$ cat src/rtl/pedal_pkg.sv
// Shared definitions for the pedal datapath: sample width, SPI state encoding,
// and the default SPI clock divider.
package pedal_pkg;

    localparam int SAMPLE_W    = 16;
    localparam int SPI_CLK_DIV = 4;

    typedef enum logic [2:0] {
        IDLE,
        SETUP,
        SHIFT,
        HOLD,
        DONE
    } spi_state_t;

endpackage

$ cat src/rtl/spi_codec_if_sync2.sv
// Generic two-flop synchroniser for bringing asynchronous inputs into the clk domain.
module sync2 #(
    parameter int W = 1
) (
    input  logic         clk,
    input  logic         rst_n,
    input  logic [W-1:0] d,
    output logic [W-1:0] q
);

    logic [W-1:0] meta_q;
    logic [W-1:0] sync_q;

    // Two back-to-back flops; the first may go metastable, the second settles it.
    always_ff @(posedge clk or negedge rst_n) begin
        if (!rst_n) begin
            meta_q <= '0;
            sync_q <= '0;
        end else begin
            meta_q <= d;
            sync_q <= meta_q;
        end
    end

    assign q = sync_q;

endmodule

$ cat src/rtl/spi_codec_if.sv
// Full-duplex SPI mode-0 master for the audio codec: one DAC word out and one
// ADC word in per accepted sample tick, MSB first, all SPI pins registered.
module spi_codec_if
    import pedal_pkg::*;
#(
    parameter int DATA_W   = SAMPLE_W,
    parameter int CLK_DIV  = SPI_CLK_DIV,
    parameter int CS_SETUP = 2,
    parameter int CS_HOLD  = 2
) (
    input  logic              clk,
    input  logic              rst_n,
    input  logic              en,
    input  logic              sample_tick,
    input  logic [DATA_W-1:0] dac_data,
    input  logic              spi_miso,
    output logic              spi_mosi,
    output logic              spi_sclk,
    output logic              spi_cs_n,
    output logic [DATA_W-1:0] adc_data,
    output logic              adc_valid,
    output logic              busy,
    output logic              overrun,
    input  logic              clr_overrun
);

    // One counter times the sclk half-periods and the CS setup/hold windows,
    // so it is sized for the longest of the three.
    localparam int CNT_MAX0 = (CLK_DIV > CS_SETUP) ? CLK_DIV : CS_SETUP;
    localparam int CNT_MAX  = (CNT_MAX0 > CS_HOLD) ? CNT_MAX0 : CS_HOLD;
    localparam int CNT_W    = $clog2(CNT_MAX);
    localparam int BIT_W    = $clog2(DATA_W) + 1;

    localparam logic [CNT_W-1:0] DIV_LAST   = CNT_W'(CLK_DIV - 1);
    localparam logic [CNT_W-1:0] SETUP_LAST = CNT_W'(CS_SETUP - 1);
    localparam logic [CNT_W-1:0] HOLD_LAST  = CNT_W'(CS_HOLD - 1);
    localparam logic [BIT_W-1:0] BITS_ALL   = BIT_W'(DATA_W);

    spi_state_t        state_q, state_d;
    logic [CNT_W-1:0]  cnt_q, cnt_d;
    logic [BIT_W-1:0]  bit_q, bit_d;
    logic [DATA_W-1:0] tx_q, tx_d;
    logic [DATA_W-1:0] rx_q, rx_d;
    logic [DATA_W-1:0] adc_q, adc_d;
    logic              mosi_q, mosi_d;
    logic              sclk_q, sclk_d;
    logic              cs_n_q, cs_n_d;
    logic              valid_q, valid_d;
    logic              ovr_q, ovr_d;
    logic              miso_sync;
    logic              tick_en;
    logic              accept;

    sync2 #(.W(1)) u_miso_sync (
        .clk   (clk),
        .rst_n (rst_n),
        .d     (spi_miso),
        .q     (miso_sync)
    );

    assign tick_en = sample_tick & en;
    assign accept  = tick_en & (state_q == IDLE);

    // State register plus every registered output and datapath flop.
    always_ff @(posedge clk or negedge rst_n) begin
        if (!rst_n) begin
            state_q <= IDLE;
            cnt_q   <= '0;
            bit_q   <= '0;
            tx_q    <= '0;
            rx_q    <= '0;
            adc_q   <= '0;
            mosi_q  <= 1'b0;
            sclk_q  <= 1'b0;
            cs_n_q  <= 1'b1;
            valid_q <= 1'b0;
            ovr_q   <= 1'b0;
        end else begin
            state_q <= state_d;
            cnt_q   <= cnt_d;
            bit_q   <= bit_d;
            tx_q    <= tx_d;
            rx_q    <= rx_d;
            adc_q   <= adc_d;
            mosi_q  <= mosi_d;
            sclk_q  <= sclk_d;
            cs_n_q  <= cs_n_d;
            valid_q <= valid_d;
            ovr_q   <= ovr_d;
        end
    end

    // Next-state logic: sequence the frame phases and advance the counters.
    always_comb begin
        state_d = state_q;
        cnt_d   = cnt_q;
        bit_d   = bit_q;
        case (state_q)
            IDLE: begin
                if (accept) begin
                    state_d = SETUP;
                    cnt_d   = '0;
                    bit_d   = '0;
                end
            end
            SETUP: begin
                if (cnt_q == SETUP_LAST) begin
                    state_d = SHIFT;
                    cnt_d   = '0;
                end else begin
                    cnt_d = cnt_q + 1'b1;
                end
            end
            SHIFT: begin
                // The bit count advances on each fall; the frame ends after
                // the low half that follows the last fall.
                if (cnt_q == DIV_LAST) begin
                    cnt_d = '0;
                    if (sclk_q) begin
                        bit_d = bit_q + 1'b1;
                    end else if (bit_q == BITS_ALL) begin
                        state_d = HOLD;
                    end
                end else begin
                    cnt_d = cnt_q + 1'b1;
                end
            end
            HOLD: begin
                if (cnt_q == HOLD_LAST) begin
                    state_d = DONE;
                    cnt_d   = '0;
                end else begin
                    cnt_d = cnt_q + 1'b1;
                end
            end
            DONE:    state_d = IDLE;
            default: state_d = IDLE;
        endcase
    end

    // Output logic: next values of the SPI pins, shift registers and status flags.
    always_comb begin
        tx_d    = tx_q;
        rx_d    = rx_q;
        adc_d   = adc_q;
        mosi_d  = mosi_q;
        sclk_d  = sclk_q;
        cs_n_d  = cs_n_q;
        valid_d = 1'b0;
        ovr_d   = ovr_q;
        if (clr_overrun) begin
            ovr_d = 1'b0;
        end
        if (tick_en && (state_q != IDLE)) begin
            ovr_d = 1'b1;
        end
        case (state_q)
            IDLE: begin
                if (accept) begin
                    tx_d   = dac_data;
                    rx_d   = '0;
                    mosi_d = dac_data[DATA_W-1];
                    cs_n_d = 1'b0;
                end
            end
            SETUP: begin
                if (cnt_q == SETUP_LAST) begin
                    sclk_d = 1'b1;
                end
            end
            SHIFT: begin
                if (cnt_q == DIV_LAST) begin
                    if (sclk_q) begin
                        // Zero fill means mosi returns to 0 after the last bit.
                        sclk_d = 1'b0;
                        rx_d   = {rx_q[DATA_W-2:0], miso_sync};
                        tx_d   = {tx_q[DATA_W-2:0], 1'b0};
                        mosi_d = tx_q[DATA_W-2];
                    end else if (bit_q != BITS_ALL) begin
                        sclk_d = 1'b1;
                    end
                end
            end
            HOLD: begin
                if (cnt_q == HOLD_LAST) begin
                    cs_n_d  = 1'b1;
                    adc_d   = rx_q;
                    valid_d = 1'b1;
                end
            end
            default: ;
        endcase
    end

    assign spi_mosi  = mosi_q;
    assign spi_sclk  = sclk_q;
    assign spi_cs_n  = cs_n_q;
    assign adc_data  = adc_q;
    assign adc_valid = valid_q;
    assign busy      = (state_q != IDLE);
    assign overrun   = ovr_q;

endmodule

$ cat config.mk
export PLATFORM = sky130hd
export DESIGN_NAME = spi_codec_if
export DESIGN_NICKNAME = d
export VERILOG_FILES = /design/src/rtl/pedal_pkg.sv /design/src/rtl/spi_codec_if_sync2.sv /design/src/rtl/spi_codec_if.sv
export SDC_FILE = /design/constraint.sdc
export NUM_CORES = 1
export LEC_CHECK = 0
export CAP_MARGIN = 20
export CORE_ASPECT_RATIO = 1.2
export CORE_UTILIZATION = 50
export DETAILED_ROUTE_END_ITERATION = 6
export PLACE_DENSITY = 0.75
export SLEW_MARGIN = 30
export SYNTH_ARGS = -nofsm -noshare
export SYNTH_HDL_FRONTEND = slang
export SYNTH_SLANG_ARGS = --single-unit
$ cat constraint.sdc
create_clock -name clk -period 3.32 [get_ports clk]
set_input_delay 0.996 -clock clk [delete_from_list [all_inputs] [get_ports clk]]
set_output_delay 0.996 -clock clk [all_outputs]
set_load 0.05 [all_outputs]
---- Word-level counts from Yosys, hierarchy flattened ----
Index checks and enable logic that the tools add are counted.
storage, ports and cells
  flip-flop bits (word level) ............. 64
  input bits .............................. 22
  output and inout bits ................... 22
  word-level logic and storage cells ...... 84
cells by class
  add/sub/neg operators ................... 2
  equality and inequality tests ........... 14
  muxes and demuxes ....................... 38
  bitwise gates (word level) .............. 2
  reduce and logical (&&, ||, !) cells .... 15
operators by type and width
  cell                                                              number
  16-bit two-way mux                                                3
  15-bit two-way mux                                                3
  16-bit case mux with 2 select lines                               1
  15-bit case mux with 2 select lines                               1
  3-bit two-way mux                                                 6
  5-bit two-way mux                                                 3
  2-bit inequality test (second input constant)                     7
  1-bit two-way mux                                                 12
  3-bit case mux with 4 select lines                                1
  5-bit case mux with 2 select lines                                1
  2-bit nonzero test                                                4
  3-bit by 2-bit == test with 1-bit output (second input constant)  2
  2-bit two-way mux                                                 3
  1-bit case mux with 2 select lines                                3
  2-bit case mux with 3 select lines                                1
  3-bit AND reduction                                               2
  6-bit AND reduction                                               1
  3-bit nonzero test                                                2
  5-bit by 1-bit adder with 5-bit output (second input constant)    1
  5-bit == test (second input constant)                             1
  5-bit inequality test (second input constant)                     1
  2-bit AND reduction                                               2
  4-bit AND reduction                                               1
  3-bit by 1-bit == test with 1-bit output (second input constant)  1
  other kinds (7)                                                   8

---- Logic depth before layout (Yosys ltp) ----
  depth in word-level cells ............... 5
  depth in mapped cells ................... 9
  depth with buffers taken out ............ 7

---- Hierarchy ----
From an unflattened synthesis, not the netlist that was laid out.
unflattened totals
  cell total of the unflattened synthesis .. 290
  area, all modules ....................... 2811.4 um2
modules (own cells, without submodules)
  module        times used  cells an instance  area each (um2)  seq. area each (um2)
  spi_codec_if  1           288                2761.4           1552.7
  sync2         1           2                  50.0             50.0

---- Worst setup path before layout ----
No wires, ideal clock.
  kind .................................... register -> output
  from .................................... reg state_q[2]
  to ...................................... out busy
  arrival ................................. 1012 ps
  required time ........................... 2324 ps
  slack ................................... 1312 ps
  cell stages (with the launch flop) ...... 4
  buffers on the path ..................... 1
  cells stage by stage .................... dfrtp_1 > clkbuf_1 > nor3_1 > inv_1
on the way
  cells in the longest elaborated chain, start to end .. 1
ends and longest elaborated chain
  element                 RTL line             text
  from (decl)             spi_codec_if.sv:39   spi_state_t state_q, state_d;
  from (signal assigned)  spi_codec_if.sv:79   state_q <= state_d;
  3-bit nonzero test      spi_codec_if.sv:200  assign busy = (state_q != IDLE);
  to (decl)               spi_codec_if.sv:22   output logic busy,
Every way passes these cells.

---- Worst setup path after layout ----
Ends and elaborated chain as after synthesis.

==> flow_summary.ini <==
[route]
drt_iter0_drc = 154
finalWirelength_um = 5080
wire_per_inst_um = 12.6
viasPerCell = 5.14
dr.pass1.iters = 5
drc = 0
vias = 2067
ant_nets = 0

[min_path]
hp-class = reg2reg

[synthesis]
synth_cells = 290
ys_async_sr_fraction_pct = 100
synth_area_leader_cell = dfrtp_1
syn_area_um2 = 2780
yosysMostFrequentCell = nand2_1
synth_top_area_share_pct = 56.8
avgSynthCellArea_um2 = 9.57
ys_seq_elements = 64
yosysWarningCount = 0
synth_edf_count = 0
ys.flop_type = dfrtp_1
ys_top_cells_by_count = nand2_1, dfrtp_1, o21ai_0
syn_nets = 317
synth_cell_type_count = 32
ys_seq_area_share_pct = 57.8
synth_area_leaders = dfrtp_1, nand2_1, mux2i_1

[clock_network]
clk_latency_ps = 330
cts_resized = 0
post_cts_buffers = 0
hold_buffers = 0
cts_made_buffers = 9
path_clk_slew_ps = 70
cts-root-buf = clkbuf_8
clockBufferDepth = 2
htree_levels = 3
cts_sinks = 64
tritoncts = built

[placement]
numPortBuffers = 43
dp_cells = 387
dp.final_hpwl_um = 3400
place_area_um2 = 3270
place_congestion = 0.742

[layout]
utilization_pct = 64.7
multi_input_area_um2 = 1040
diodes = 0
instances_no_fill = 402
drive_above_1_share_pct = 8.24
regArea_um2 = 1600
fillers = 442
fin_nets = 363
area_delta_synth_final_pct = 24.4
final_area_um2 = 3450

[timing]
slew_headroom_pct = 51.7
fin_crit_sh_pct = 86.8
hold_viol_final = 0
max_freq_mhz = 347
rsz0062_at_grt = no
setup_viol = 0
period_minus_slack_ps = 2880
finClkSkew_ps = 8.00
max_slew.worst_pin.slew_ps = 724
slew_violations = 0
fin_setup_tns_ps = 0

[floorplan]
fp.dieH_um = 83.6
io_pins = 44
num_rows = 29
start_util_pct = 52.0
die_area_um2 = 5850
die_w_um = 70.0
core_area_um2 = 5330

[setup_path]
setup.worst_path.start_class = flop
cp-end-kind = primary output
worstPathMaxFanout = 11
cp.required_ps = 2320
worstSetupPathType = reg2out
arrival_ps = 1890

[global_routing]
grt_pass1_wl_um = 8760
grt.total_usage_pct = 19.4
antenna_found_initial = 0
globalRouteOverflowTotal = 0
grt_max_degree = 35
grt_pass1_vias = 1954

[outcome]
status = finished clean

[power]
power_frac_seq_pct = 53.2
p_comb_share_pct = 4.0
switching_share_pct = 21.0
p_int_mw = 1.18
p_per_area_nw_per_um2 = 432
p_leak_nw = 1.75
power.switching_mw = 0.312
power_mw = 1.49
clock_power_share_pct = 42.8
ir_drop_uv = 217

[run]
maxCapViolCount = 0
layout make-up:
type | instances | share of cell area, %
Multi-Input combinational cell | 199 | 30.0
Tap cell | 62 | 2.25
Timing Repair Buffer | 50 | 14.6
Clock buffer | 11 | 4.10
Inverter | 12 | 1.34
Clock inverter | 4 | 1.30
Sequential cell | 64 | 46.4
sequential cells by signal, indices dropped and copies added, names as in the netlist:
name,count
adc_data,16
rx_q,16
tx_q,15
bit_q,5
state_q,3
cnt_q,2
adc_valid,1
overrun,1
spi_cs_n,1
spi_mosi,1
spi_sclk,1
u_miso_sync.meta_q,1
u_miso_sync.q,1
worst max-delay path, stage by stage (launching register included):
cell and delay, ps:
dfrtp_1 570, nor3_1 110, inv_1 80, clkdlybuf4s50_1 800
per-layer routing:
layer	track usage [%]	vias up	routed length (um)
li1	-	1039	-
met1	25.4	960	2450
met2	29.4	55	2280
met3	5.80	13	217
met4	9.27	0	132
met5	0	-	0
power by group through the flow:
stage / Clock (mW) / Combinational (mW) / Sequential [mW]
after floorplan: 0 / 0.00751 / 0.812
final: 0.637 / 0.0601 / 0.792
after global placement: 0 / 0.0605 / 0.807
after CTS: 0.647 / 0.0620 / 0.792
after global routing: 0.696 / 0.0671 / 0.793
after detailed placement: 0 / 0.0616 / 0.807
stage by stage:
step | hold slack [ps] | setup WS [ps]
2_1_floorplan | 331 | 1310
3_3_place_gp | 345 | 685
3_5_place_dp | 347 | 641
4_1_cts | 362 | 421
5_1_grt | 372 | 334
6_report | 359 | 438
cell families after synthesis:
kind of cell	Yosys count	share of synthesized area [%]
multiplexers	15	5.46
AO/OA/AOI/OAI	52	11.0
AND/OR/NAND/NOR	127	18.7
flip-flops	64	57.8
buffers and inverters	27	4.91
adder cells (fa/ha/maj)	5	2.25
worst paths after layout:
kind,slack (ps),end,cells after the start,start
worst max-delay path,440,busy,3,state_q[2]
worst min-delay path,360,u_miso_sync.q,0,u_miso_sync.meta_q
worst max register to register,1430,bit_q[0],6,cnt_q[0]
worst min register to register,360,u_miso_sync.q,0,u_miso_sync.meta_q
max in group asynchronous,1980,adc_data[13],2,rst_n
min in group asynchronous,710,tx_q[5],1,rst_n
cell usage in the layout, fill, tap and decap left out, drive strengths merged, types with 4 or more instances in the layout:
cell type        n
mux2i           14
clkinv           4
buf              8
inv             11
ha               5
o21ai           38
clkdlybuf4s50   42
nand2          102
dfrtp           63
nor2             8
a21oi            6
or3              4
clkbuf          11
No activity file was read; power rests on OpenSTA's default activity.
